[src/rtl/dispatch_ctrl.sv]
// -----------------------------------------------------------------------------
// dispatch_ctrl
//   Sequencing front end of the Dispatch stage. Holds one decoded instruction
//   from ID and tracks occupied ROB / RS / LSB slots with credit counters.
//   Dispatch_S fires only when the ROB and the target queue (RS for ALU ops,
//   LSB for loads/stores) both have room; otherwise ID is back-pressured.
//   ROB_clear empties the hold register and the counters, then spends
//   FLUSH_CYCLES cycles in FLUSH before accepting new work.
//
// Ports
//   clk, rst_n                  clock, asynchronous active-low reset
//   ID_valid/Op/A/rd/pc  (in)   instruction offered by ID
//   ID_ready            (out)   instruction accepted on this edge
//   Dispatch_S          (out)   held instruction dispatches this cycle
//   Disp_Op/A/rd/pc     (out)   held instruction fields
//   ROB/RS/LSB_release  (in)    one slot freed in the respective queue
//   ROB_clear           (in)    flush (mispredict / rollback)
//   stall               (out)   instruction held but not dispatching
//   perf_stall_cnt      (out)   stall cycles          (DISPATCH_PERF_EN only)
//   perf_full_rob       (out)   stall cycles, ROB full (DISPATCH_PERF_EN only)
//
// Optional feature macro: DISPATCH_PERF_EN adds the two performance counters.
// -----------------------------------------------------------------------------

// Simulation checker: a release pulse arriving at an empty counter is dropped
// by the design and must be flagged.
module dispatch_ctrl_chk #(
    parameter int ROB_W = 5,
    parameter int RS_W  = 5,
    parameter int LSB_W = 5
) (
    input  logic             clk,
    input  logic             rst_n,
    input  logic             clear,
    input  logic [ROB_W-1:0] rob_cnt,
    input  logic [RS_W-1:0]  rs_cnt,
    input  logic [LSB_W-1:0] lsb_cnt,
    input  logic             rob_alloc,
    input  logic             rs_alloc,
    input  logic             lsb_alloc,
    input  logic             rob_rel,
    input  logic             rs_rel,
    input  logic             lsb_rel
);
    a_rob_underflow: assert property (@(posedge clk) disable iff (!rst_n)
        !(rob_rel && !rob_alloc && !clear && (rob_cnt == '0)));
    a_rs_underflow: assert property (@(posedge clk) disable iff (!rst_n)
        !(rs_rel && !rs_alloc && !clear && (rs_cnt == '0)));
    a_lsb_underflow: assert property (@(posedge clk) disable iff (!rst_n)
        !(lsb_rel && !lsb_alloc && !clear && (lsb_cnt == '0)));
endmodule

module dispatch_ctrl #(
    parameter int ROB_SIZE     = 16,
    parameter int RS_SIZE      = 16,
    parameter int LSB_SIZE     = 16,
    parameter int FLUSH_CYCLES = 1,
    parameter int OP_W         = 6,
    parameter int DATA_W       = 32,
    parameter int REG_W        = 5,
    parameter int ADDR_W       = 32
) (
    input  logic              clk,
    input  logic              rst_n,
    input  logic              ID_valid,
    input  logic [OP_W-1:0]   ID_Op,
    input  logic [DATA_W-1:0] ID_A,
    input  logic [REG_W-1:0]  ID_rd,
    input  logic [ADDR_W-1:0] ID_pc,
    output logic              ID_ready,
    output logic              Dispatch_S,
    output logic [OP_W-1:0]   Disp_Op,
    output logic [DATA_W-1:0] Disp_A,
    output logic [REG_W-1:0]  Disp_rd,
    output logic [ADDR_W-1:0] Disp_pc,
    input  logic              ROB_release,
    input  logic              RS_release,
    input  logic              LSB_release,
    input  logic              ROB_clear,
    output logic              stall
`ifdef DISPATCH_PERF_EN
    ,
    output logic [31:0]       perf_stall_cnt,
    output logic [31:0]       perf_full_rob
`endif
);
    localparam int ROB_W = $clog2(ROB_SIZE + 1);
    localparam int RS_W  = $clog2(RS_SIZE + 1);
    localparam int LSB_W = $clog2(LSB_SIZE + 1);
    localparam int FL_W  = $clog2(FLUSH_CYCLES + 1);

    // Load/store opcodes of the decoder encoding
    localparam logic [OP_W-1:0] OP_LB  = OP_W'(10);
    localparam logic [OP_W-1:0] OP_LH  = OP_W'(11);
    localparam logic [OP_W-1:0] OP_LW  = OP_W'(12);
    localparam logic [OP_W-1:0] OP_LBU = OP_W'(13);
    localparam logic [OP_W-1:0] OP_LHU = OP_W'(14);
    localparam logic [OP_W-1:0] OP_SB  = OP_W'(15);
    localparam logic [OP_W-1:0] OP_SH  = OP_W'(16);
    localparam logic [OP_W-1:0] OP_SW  = OP_W'(17);

    typedef enum logic [1:0] {
        ST_IDLE  = 2'd0,
        ST_HOLD  = 2'd1,
        ST_FLUSH = 2'd2
    } state_t;

    state_t            r_state, w_state_nxt;
    logic [FL_W-1:0]   r_flush_cnt, w_flush_nxt;
    logic [ROB_W-1:0]  r_rob_cnt, w_rob_nxt;
    logic [RS_W-1:0]   r_rs_cnt,  w_rs_nxt;
    logic [LSB_W-1:0]  r_lsb_cnt, w_lsb_nxt;
    logic [OP_W-1:0]   r_op;
    logic [DATA_W-1:0] r_a;
    logic [REG_W-1:0]  r_rd;
    logic [ADDR_W-1:0] r_pc;

    logic w_is_mem, w_capture;
    logic w_rob_alloc, w_rs_alloc, w_lsb_alloc;

    // Classify the held op: loads/stores go to the LSB, everything else to RS
    always_comb begin
        w_is_mem = 1'b0;
        case (r_op)
            OP_LB, OP_LH, OP_LW, OP_LBU, OP_LHU, OP_SB, OP_SH, OP_SW: w_is_mem = 1'b1;
            default: w_is_mem = 1'b0;
        endcase
    end

    // Handshake outputs; Dispatch_S depends only on registered state and ROB_clear
    always_comb begin
        Dispatch_S = (r_state == ST_HOLD) && !ROB_clear
                     && (r_rob_cnt < ROB_W'(ROB_SIZE))
                     && (w_is_mem ? (r_lsb_cnt < LSB_W'(LSB_SIZE))
                                  : (r_rs_cnt < RS_W'(RS_SIZE)));
        // rst_n gating keeps ID_ready low while reset is held
        ID_ready    = rst_n && (r_state != ST_FLUSH) && !ROB_clear
                      && ((r_state == ST_IDLE) || Dispatch_S);
        stall       = (r_state == ST_HOLD) && !Dispatch_S;
        w_capture   = ID_valid && ID_ready;
        w_rob_alloc = Dispatch_S;
        w_rs_alloc  = Dispatch_S && !w_is_mem;
        w_lsb_alloc = Dispatch_S && w_is_mem;
    end

    // Next-state logic; ROB_clear overrides every state
    always_comb begin
        w_state_nxt = r_state;
        w_flush_nxt = r_flush_cnt;
        if (ROB_clear) begin
            w_state_nxt = ST_FLUSH;
            w_flush_nxt = FL_W'(FLUSH_CYCLES - 1);
        end else begin
            case (r_state)
                ST_IDLE: begin
                    if (w_capture) w_state_nxt = ST_HOLD;
                    else           w_state_nxt = ST_IDLE;
                end
                ST_HOLD: begin
                    // pass-through keeps HOLD when a new op is captured as the old one leaves
                    if (Dispatch_S && !w_capture) w_state_nxt = ST_IDLE;
                    else                          w_state_nxt = ST_HOLD;
                end
                ST_FLUSH: begin
                    if (r_flush_cnt == '0) w_state_nxt = ST_IDLE;
                    else                   w_flush_nxt = r_flush_cnt - FL_W'(1);
                end
                default: w_state_nxt = ST_IDLE;
            endcase
        end
    end

    // Credit counters: alloc+release cancel, lone release saturates at zero
    always_comb begin
        w_rob_nxt = r_rob_cnt;
        if (ROB_clear)                          w_rob_nxt = '0;
        else if (w_rob_alloc && ROB_release)    w_rob_nxt = r_rob_cnt;
        else if (w_rob_alloc)                   w_rob_nxt = r_rob_cnt + ROB_W'(1);
        else if (ROB_release && r_rob_cnt != '0) w_rob_nxt = r_rob_cnt - ROB_W'(1);
        else                                    w_rob_nxt = r_rob_cnt;

        w_rs_nxt = r_rs_cnt;
        if (ROB_clear)                          w_rs_nxt = '0;
        else if (w_rs_alloc && RS_release)      w_rs_nxt = r_rs_cnt;
        else if (w_rs_alloc)                    w_rs_nxt = r_rs_cnt + RS_W'(1);
        else if (RS_release && r_rs_cnt != '0)  w_rs_nxt = r_rs_cnt - RS_W'(1);
        else                                    w_rs_nxt = r_rs_cnt;

        w_lsb_nxt = r_lsb_cnt;
        if (ROB_clear)                          w_lsb_nxt = '0;
        else if (w_lsb_alloc && LSB_release)    w_lsb_nxt = r_lsb_cnt;
        else if (w_lsb_alloc)                   w_lsb_nxt = r_lsb_cnt + LSB_W'(1);
        else if (LSB_release && r_lsb_cnt != '0) w_lsb_nxt = r_lsb_cnt - LSB_W'(1);
        else                                    w_lsb_nxt = r_lsb_cnt;
    end

    // State, flush timer and credit counter registers
    always_ff @(posedge clk or negedge rst_n) begin
        if (!rst_n) begin
            r_state     <= ST_IDLE;
            r_flush_cnt <= '0;
            r_rob_cnt   <= '0;
            r_rs_cnt    <= '0;
            r_lsb_cnt   <= '0;
        end else begin
            r_state     <= w_state_nxt;
            r_flush_cnt <= w_flush_nxt;
            r_rob_cnt   <= w_rob_nxt;
            r_rs_cnt    <= w_rs_nxt;
            r_lsb_cnt   <= w_lsb_nxt;
        end
    end

    // Hold register for the instruction fields
    always_ff @(posedge clk or negedge rst_n) begin
        if (!rst_n) begin
            r_op <= '0;
            r_a  <= '0;
            r_rd <= '0;
            r_pc <= '0;
        end else if (w_capture) begin
            r_op <= ID_Op;
            r_a  <= ID_A;
            r_rd <= ID_rd;
            r_pc <= ID_pc;
        end
    end

    assign Disp_Op = r_op;
    assign Disp_A  = r_a;
    assign Disp_rd = r_rd;
    assign Disp_pc = r_pc;

`ifdef DISPATCH_PERF_EN
    // Performance counters survive ROB_clear and wrap naturally
    always_ff @(posedge clk or negedge rst_n) begin
        if (!rst_n) begin
            perf_stall_cnt <= 32'd0;
            perf_full_rob  <= 32'd0;
        end else begin
            if (stall) perf_stall_cnt <= perf_stall_cnt + 32'd1;
            if (stall && (r_rob_cnt == ROB_W'(ROB_SIZE))) perf_full_rob <= perf_full_rob + 32'd1;
        end
    end
`endif

    dispatch_ctrl_chk #(.ROB_W(ROB_W), .RS_W(RS_W), .LSB_W(LSB_W)) u_chk (
        .clk       (clk),
        .rst_n     (rst_n),
        .clear     (ROB_clear),
        .rob_cnt   (r_rob_cnt),
        .rs_cnt    (r_rs_cnt),
        .lsb_cnt   (r_lsb_cnt),
        .rob_alloc (w_rob_alloc),
        .rs_alloc  (w_rs_alloc),
        .lsb_alloc (w_lsb_alloc),
        .rob_rel   (ROB_release),
        .rs_rel    (RS_release),
        .lsb_rel   (LSB_release)
    );
endmodule
[config.mk]
export PLATFORM = sky130hd
export DESIGN_NAME = dispatch_ctrl
export DESIGN_NICKNAME = d
export VERILOG_FILES = /design/src/rtl/dispatch_ctrl.sv
export SDC_FILE = /design/constraint.sdc
export NUM_CORES = 1
export LEC_CHECK = 0
export BUFFER_PORTS_ARGS = -buffer_cell sky130_fd_sc_hd__buf_2
export CORE_MARGIN = 5
export CORE_UTILIZATION = 30
export DETAILED_ROUTE_END_ITERATION = 10
export GPL_ROUTABILITY_DRIVEN = 0
export HOLD_SLACK_MARGIN = 0.06
export PLACE_DENSITY = 0.6
export SLEW_MARGIN = 20
export SYNTH_ARGS = -nofsm -noshare
export SYNTH_HDL_FRONTEND = slang
export SYNTH_SLANG_ARGS = --single-unit
[constraint.sdc]
create_clock -name clk -period 5.1 [get_ports clk]
set_clock_uncertainty 0.1 [all_clocks]
set_input_delay 0.51 -clock clk [delete_from_list [all_inputs] [get_ports clk]]
set_output_delay 0.51 -clock clk [all_outputs]
set_load 0.01 [all_outputs]
* After elaboration in Yosys (flattened, before gate mapping)
Memory sizes are Yosys's and may differ from the RTL's.
Cells that the tools add are included.
** Storage, ports and cells
- Register bits :: 93
- Bits in read-only memories :: 32
- Input bits :: 82
- Output and inout port bits :: 78
- Word-level logic and storage cells :: 82
- Memories :: 1
** Operators by class
- Add/subtract/negate cells :: 7
- $lt $le $gt $ge :: 3
- Eq/ne operators :: 7
- Multiplexer cells :: 22
- Reductions and logical operators :: 33
** Memory list
- (no name shown) :: words 32, bits a word 1, read ports 1, clocked after memory_dff 0, wr ports 0, line 124 : case (r_op)
** Operator list (count)
- $mux 5 :: 12
- $logic_and 1x1->1 :: 17
- $add 5x1->5 const B :: 3
- $lt 5x5->1 const B :: 3
- $reduce_bool 5->1 :: 3
- $sub 5x1->5 const B :: 3
- $reduce_bool 3->1 :: 3
- $ne 2x2->1 const B :: 4
- $mux 1 :: 7
- $pmux 2 s3 :: 1
- $reduce_and 2->1 :: 3
- $logic_not 1->1 :: 4
- $mux 2 :: 2
- $ne 3x3->1 const B :: 1
- $eq 2x1->1 const B :: 1
- $eq 2x2->1 const B :: 1
- $logic_not 2->1 :: 1
- $reduce_bool 2->1 :: 1
- $logic_or 1x1->1 :: 1
- $sub 1x1->1 const B :: 1

* Longest topological paths before layout
Gate-level depths: netlist of the first run.
- Depth after elaboration :: 12
- Gate-level depth with buffers :: 12
- Depth with buffers taken out :: 10

* Worst setup path after synthesis of the first run
OpenSTA, ideal clock, no wires.
- Path kind :: input to register
- From :: input port ROB_clear
- To :: register r_rob_cnt[4]
- Setup time :: 0.135 ns
- Data arrival time :: 2.947 ns
- Data required time :: 4.865 ns
- Slack :: 1.918 ns
- Stages on the path :: 11
- Buffers on the path :: 2
- Path through :: or4b_1 > or4_1 > buf_2 > and2_1 > buf_6 > fa_1 > a21o_1 > a21oi_1 > nand2_1 > a32oi_1 > a21oi_1
** On the way
- Cells in the longest elaborated chain, start to end :: 7
- Elaborated cells on any way between the ends :: 11
- Those cells by class :: eq/ne (1); mux (3); reduce/logical (7)
** RTL lines
- from (decl) :: line 79 : input logic ROB_clear,
- $logic_not 1->1 :: line 132 : Dispatch_S = (r_state == ST_HOLD) && !ROB_clear
- $logic_and 1x1->1 :: line 132
- $logic_and 1x1->1 :: line 133 : && (r_rob_cnt < ROB_W'(ROB_SIZE))
- $logic_and 1x1->1 :: line 134 : && (w_is_mem ? (r_lsb_cnt < LSB_W'(LSB_SIZE))
- $mux 5 / $logic_and 1x1->1 (equally long branches) :: line 178, 177
- $mux 5 / $ne 2x2->1 (equally long branches)
- $mux 5 / $reduce_and 2->1 (equally long branches)
- to (signal assigned) :: line 208 : r_rob_cnt <= w_rob_nxt;
- to (decl) :: line 110 : logic [ROB_W-1:0] r_rob_cnt, w_rob_nxt;
Several ways; a longest one is shown, not always the timed one. The select of a mux whose other input is x is not followed.
A chain may end at the register's enable or synchronous reset.

* Final worst setup path of the first run
- From :: input port ROB_clear
- To :: register r_a[25] (netlist: Disp_A[25])
** On the way
- Cells in the longest elaborated chain, start to end :: 7
- Elaborated cells on any way between the ends :: 8
- Those cells by class :: reduce/logical (8)
** RTL lines
- $logic_not 1->1 (*) :: line 132, 137
- $logic_and 1x1->1 :: line 132
- $logic_and 1x1->1 :: line 133
- $logic_and 1x1->1 :: line 134
- $logic_or 1x1->1 :: line 138 : && ((r_state == ST_IDLE) || Dispatch_S);
- $logic_and 1x1->1 (*) :: line 138
- $logic_and 1x1->1 (*) :: line 140 : w_capture = ID_valid && ID_ready;
- to (signal assigned) :: line 218 : r_a <= '0;
- to (signal assigned) :: line 223 : r_a <= ID_A;
- to (decl) :: line 114 : logic [DATA_W-1:0] r_a;
Every way passes the cells marked *; elsewhere a longest branch is shown, timed or not.

==> flow_summary.toml, run 1 <==
[timing]
setup_viol = 0
max_slew.worst_pin.slew_ns = 0.692
slew_headroom_pct = 53.5
rsz0062_at_grt = "no"
post-route-period-util_pct = 68.4
setup_ws_ns = 1.61
fin_crit_ns = 3.49
slew_viol_final = 0
hold_viol_final = 0
clock.fmax_ghz = 0.287
setup_tns_ns = 0

[worst_setup_path]
crit_path_max_fanout = 38
rr_startpoint = "r_state[1]"
worstSetupStartpointType = "input port"
r2r_slack_ns = 1.63
path_class = "input port to register"
crit_path_end_kind = "register"
cp.required_ns = 5.22
critPathArrivalTime_ns = 3.61
rr_worst_depth = 7
r2r-end = "Disp_A[25]"

[synthesis]
yosys-top-cells-count = "dfrtp_1 (92), mux2_4 (50), mux2_2 (35)"
synth_most_common_cell = "dfrtp_1"
syn_area_mm2 = 0.00429
synth_area_per_cell_um2 = 15.0
synthFlopType = "dfrtp_1"
synth_edf_count = 0
synth_cells = 286
synth_seq_cells = 92
synth_warnings = 0
synth-simple-area-share_pct = 5.25
synthMuxAreaShare_pct = 27.6
synth_top_cell_area_share_pct = 53.7
synth_top_family_by_area = "multiplexers"
synth_compound_area_share_pct = 3.65
synth_area_leaders = "dfrtp_1 (54%), mux2_4 (17%), mux2_2 (9.2%)"
synthArstFlopShare_pct = 100
ys_seq_area_share_pct = 53.7
syn_nets = 382
synth.distinct_cells = 37
synthAdderAreaFrac_pct = 4.61
synth_xor_area_share_pct = 1.22
synth_top_cell_by_area = "dfrtp_1"

[cts]
cts_buffers = 9
cts_htree_levels = 3
cts_resized = 0
clkLatencyLatePin_ns = 0.34
cts_buffer_depth = 2
path_clk_slew_ns = 0.06
cts_sinks = 92
cts_tree = "done"
root_buffer = "clkbuf_16"

[grt]
grt_overflow = 0
grt_pass1_wl_mm = 15.6
grt_max_degree = 56
track_usage_pct = 11.7
grt_pass1_vias = 3119
antenna_found_initial = 0

[route]
dr.pass1.iters = 4
vias = 2792
wl_per_cell_um = 14.9
routed_wl_mm = 9.45
drt-vias-per-instance = 4.40
drcViolationCount = 0
ant_nets = 0
drt_iter0_drc = 101

[min_path]
worstHoldStart = "ID_pc[9]"
hp-class = "input port to register"
min_to = "Disp_pc[9]"
min_path_cells = 2

[floorplan]
core_area_mm2 = 0.0139
rows = 43
die_y_um = 130
dieArea_mm2 = 0.0168
initial_core_util_pct = 30.8
dieWidth_um = 130
io_pins = 160

[layout]
layout-drive-gt1-share_pct = 58.7
final_cell_area_mm2 = 0.00559
antennaDiodeCount = 0
syn_to_final_growth_pct = 30.2
final_nets = 546
nFillCells = 1319

[power]
p_sw_share_pct = 28.4
p_per_area_mw_per_mm2 = 482
p_int_mw = 1.93
sequentialPowerShare_pct = 39.4
max-vdd-ir-drop_mv = 0.167
clkPwrFrac_pct = 30.5
comb_power_share_pct = 30.2
p_switching_mw = 0.764
p_leak_nw = 2.77

[run]
drv_cap = 0

[place]
io_buffers = 159
postPlaceCellArea_mm2 = 0.00520
dp_hpwl_mm = 7.06
dp_worst_setup_slack_ns = 1.24

[status]
status = "finished, final reports clean"
-- worst max-delay path: stages --
cell	delay (ns)
buf_2	0.23
or4b_1	0.56
or4_1	0.61
and2_1	0.38
clkinv_2	0.09
o2111a_2	0.48
buf_12	0.33
mux2_2	0.37
-- how the worst max path moves through the flow --
stage	to	slack [ns]	cells past startpoint	startpoint
after floorplan	r_rob_cnt[4]	1.92	11	ROB_clear
after CTS	Disp_A[23]	1.60	8	ROB_clear
after global placement	Disp_A[22]	1.33	8	ROB_clear
final	Disp_A[25]	1.61	8	ROB_clear
after global routing	Disp_A[22]	1.42	8	ROB_clear
after detailed placement	Disp_A[23]	1.24	8	ROB_clear
-- what timing repair did --
item                                   4_1_cts  5_1_grt
setup endpoints to repair                    0        0
hold buffers                                 1        0
buffers inserted                             0        0
endpoints found under the hold margin       12        0
-- power groups by stage --
| stage | Sequential (mW) | Clock (mW) | Combinational (mW) |
|---|---|---|---|
| final | 1.06 | 0.820 | 0.812 |
| after global routing | 1.09 | 0.878 | 0.899 |
| after CTS | 1.06 | 0.852 | 0.827 |
| after detailed placement | 1.07 | 0 | 0.825 |
| after global placement | 1.07 | 0 | 0.804 |
| after floorplan | 1.12 | 0 | 0.478 |
-- kinds of logic (layout without fill, tap and decap cells) --
| kind of cell | Yosys count | in the layout |
|---|---|---|
| adder cells (fa/ha/maj) | 14 | 14 |
| buffers and inverters | 15 | 184 |
| AO/OA/AOI/OAI | 26 | 26 |
| flip-flops | 92 | 92 |
| AND/OR/NAND/NOR | 44 | 44 |
| multiplexers | 89 | 89 |
| XOR/XNOR | 6 | 6 |
-- layer usage --
layer / wire length [um] / track usage [%] / part of all wire [%]
met5: 0 / 0 / 0
met4: 191 / 5.32 / 2.0
met3: 482 / 2.76 / 5.1
met2: 4750 / 19.2 / 50
met1: 4030 / 14.7 / 43
-- cell type report --
| class | instances | area, um^2 | share of cell area, % |
|---|---|---|---|
| Sequential cell | 92 | 2300 | 41.2 |
| Multi-Input combinational cell | 179 | 1820 | 32.5 |
| Timing Repair Buffer | 165 | 858 | 15.4 |
| Clock buffer | 10 | 239 | 4.28 |
| Tap cell | 180 | 225 | 4.03 |
| Clock inverter | 6 | 134 | 2.40 |
| Inverter | 3 | 12.5 | 0.224 |
-- through the flow --
stage	power [mW]	hold WS, ns	util [%]	instances
4_1_cts	2.74	0.284	40.1	635
6_report	2.69	0.303	40.1	635
5_1_grt	2.87	0.285	40.1	635
3_3_place_gp	1.87	0.384	37.4	618
2_1_floorplan	1.60	0.114	-	286
3_5_place_dp	1.89	0.388	37.4	618
-- cells in the final DEF (no fill, tap or decap), types with 2 or more instances in the layout --
cell / n
buf_2: 158
dfrtp_1: 92
mux2_4: 50
mux2_2: 35
nor2_1: 16
a21oi_1: 13
ha_1: 11
clkbuf_16: 9
nand2_1: 7
nor2b_1: 5
xnor2_1: 5
buf_4: 5
mux2i_1: 4
a21o_1: 4
o21ai_0: 4
bufinv_16: 4
or4_1: 3
nand3_1: 3
fa_1: 3
clkinv_2: 2
inv_1: 2
nor3_1: 2
-- sequential cells by signal (all words and copies together) (netlist names) --
| name | count |
|---|---|
| r_lsb_cnt | 5 |
| Disp_pc | 32 |
| Disp_A | 32 |
| r_state | 2 |
| r_rob_cnt | 5 |
| r_rs_cnt | 5 |
| Disp_rd | 5 |
| Disp_Op | 6 |
No activity file was read; power rests on OpenSTA's default activity.
==> run 2, diff against run 1 <==
==> constraint.sdc (replaced) <==
create_clock -name clk -period 3.3 [get_ports clk]
set_clock_uncertainty 0.1 [all_clocks]
set_input_delay 0.33 -clock clk [delete_from_list [all_inputs] [get_ports clk]]
set_output_delay 0.33 -clock clk [all_outputs]
set_load 0.01 [all_outputs]
==> flow_summary.toml, run 2 (same netlist as run 1, synthesis figures left out) <==
[status]
status = "finished, final reports clean"

[timing]
slew_headroom_pct = 44.4
rsz0062_at_grt = "no"
max_slew.worst_pin.slew_ns = 0.835
setup_tns_ns = 0
setup_viol = 0
post-route-period-util_pct = 94.0
fin_crit_ns = 3.10
setup_ws_ns = 0.199
clock.fmax_ghz = 0.322
hold_viol_final = 0
slew_viol_final = 0

[route]
routed_wl_mm = 9.47
dr.pass1.iters = 2
drcViolationCount = 0
drt_iter0_drc = 67
vias = 2848
wl_per_cell_um = 14.7
drt-vias-per-instance = 4.42
ant_nets = 0

[layout]
syn_to_final_growth_pct = 30.4
layout-drive-gt1-share_pct = 59.3
final_cell_area_mm2 = 0.00560
fin_cells = 644
final_nets = 555
antennaDiodeCount = 0
final_common_cell = "buf_2"
mostFrequentLayoutCells = "buf_2 (158), dfrtp_1 (92), mux2_4 (50)"

[worst_setup_path]
cp_common_cell = "a21oi_1"
crit_slowest_cell = "or4b_1"
cp.required_ns = 3.42
crit_path_max_fanout = 9
path_delay_family = "simple AND/OR/NAND/NOR gates"
rr_startpoint = "r_state[1]"
worstPathCellList = "or4b_1 > or4_1 > and2_1 > fa_1 > a21o_1 > a21oi_1 > nand2_1 > a32oi_1 > a21oi_1"
crit_path_end_kind = "register"
cpPeakStageDelay_ns = 0.53
worstSetupStartpointType = "register"
critical_path_buf_inv_count = 0
startpoint = "r_state[1]"
path_class = "register to register"
critPathArrivalTime_ns = 3.22

[place]
dp_worst_setup_slack_ns = 0.186
postPlaceCellArea_mm2 = 0.00529
dp_hpwl_mm = 7.18
io_buffers = 159
placedCellCount = 627

[grt]
grt_pass1_wl_mm = 15.3
antenna_found_initial = 0
track_usage_pct = 11.6
grt_pass1_vias = 3105
grt_overflow = 0
grt_max_degree = 68

[cts]
cts_hold_buf = 1
cts_sinks = 92
cts_buffer_depth = 2
post_cts_buffers = 0
cts_tree = "done"
cts_buffers = 9
cts_resized = 0
path_clk_slew_ns = 0.07
clkLatencyLatePin_ns = 0.34
cts_htree_levels = 3
root_buffer = "clkbuf_16"

[run]
drv_cap = 0

[floorplan]
dieArea_mm2 = 0.0168
initial_core_util_pct = 30.8
core_area_mm2 = 0.0139
die_y_um = 130
io_pins = 160
rows = 43
dieWidth_um = 130

[power]
max-vdd-ir-drop_mv = 0.279
p_leak_nw = 2.78
p_per_area_mw_per_mm2 = 704

[min_path]
hp-class = "input port to register"
worstHoldStart = "ID_pc[14]"
[run 2: layout make-up]
type | instances | area (um^2)
clock inverters | 5 | 58.8
flip-flops and latches | 92 | 2300
fillers | 1314 | 8340
well taps | 180 | 225
repair buffers | 174 | 938
clock buffers | 11 | 243
inverters | 3 | 12.5
multi-input cells | 179 | 1820
[run 2: path summary, 6_finish.rpt]
path | to | slack, ns | cells after the start
max reg2reg | r_rob_cnt[4] | 0.20 | 9
min | Disp_pc[14] | 0.11 | 2
min in group asynchronous | Disp_pc[31] | 0.34 | 2
min reg2reg | r_state[0] | 0.38 | 1
max | r_rob_cnt[4] | 0.20 | 9
max in group asynchronous | Disp_A[13] | 1.58 | 3
[run 2: worst register-to-register path, cell delays in order (launching register included)]
cell and delay (ns):
dfrtp_1 0.40, or4b_1 0.53, or4_1 0.43, and2_1 0.31, fa_1 0.51, a21o_1 0.18
a21oi_1 0.22, nand2_1 0.08, a32oi_1 0.14, a21oi_1 0.08
[run 2: metal layers]
metal | up-vias | wire [um] | share of wire, % | global-route usage [%]
met4 | 0 | 157 | 1.7 | 4.95
met5 | - | 0 | 0 | 0
li1 | 1355 | - | - | -
met1 | 1411 | 4080 | 43 | 14.6
met2 | 72 | 4760 | 50 | 19.0
met3 | 10 | 466 | 4.9 | 2.72
[run 2: stage by stage]
stage | util [%] | hold WS, ns | total power, mW
floorplan | - | -0.0656 | 2.47
global placement | 37.9 | 0.179 | 2.90
detailed placement | 37.9 | 0.181 | 2.94
CTS | 40.2 | 0.0986 | 4.01
global route | 40.2 | 0.106 | 4.21
finish | 40.2 | 0.113 | 3.94
[run 2: power by group]
part / leakage [nW] / switching, mW / total [mW] / internal, mW
Clock: 0.142 / 0.433 / 1.04 / 0.609
Sequential: 1.12 / 0.209 / 1.64 / 1.43
Combinational: 1.52 / 0.541 / 1.26 / 0.717
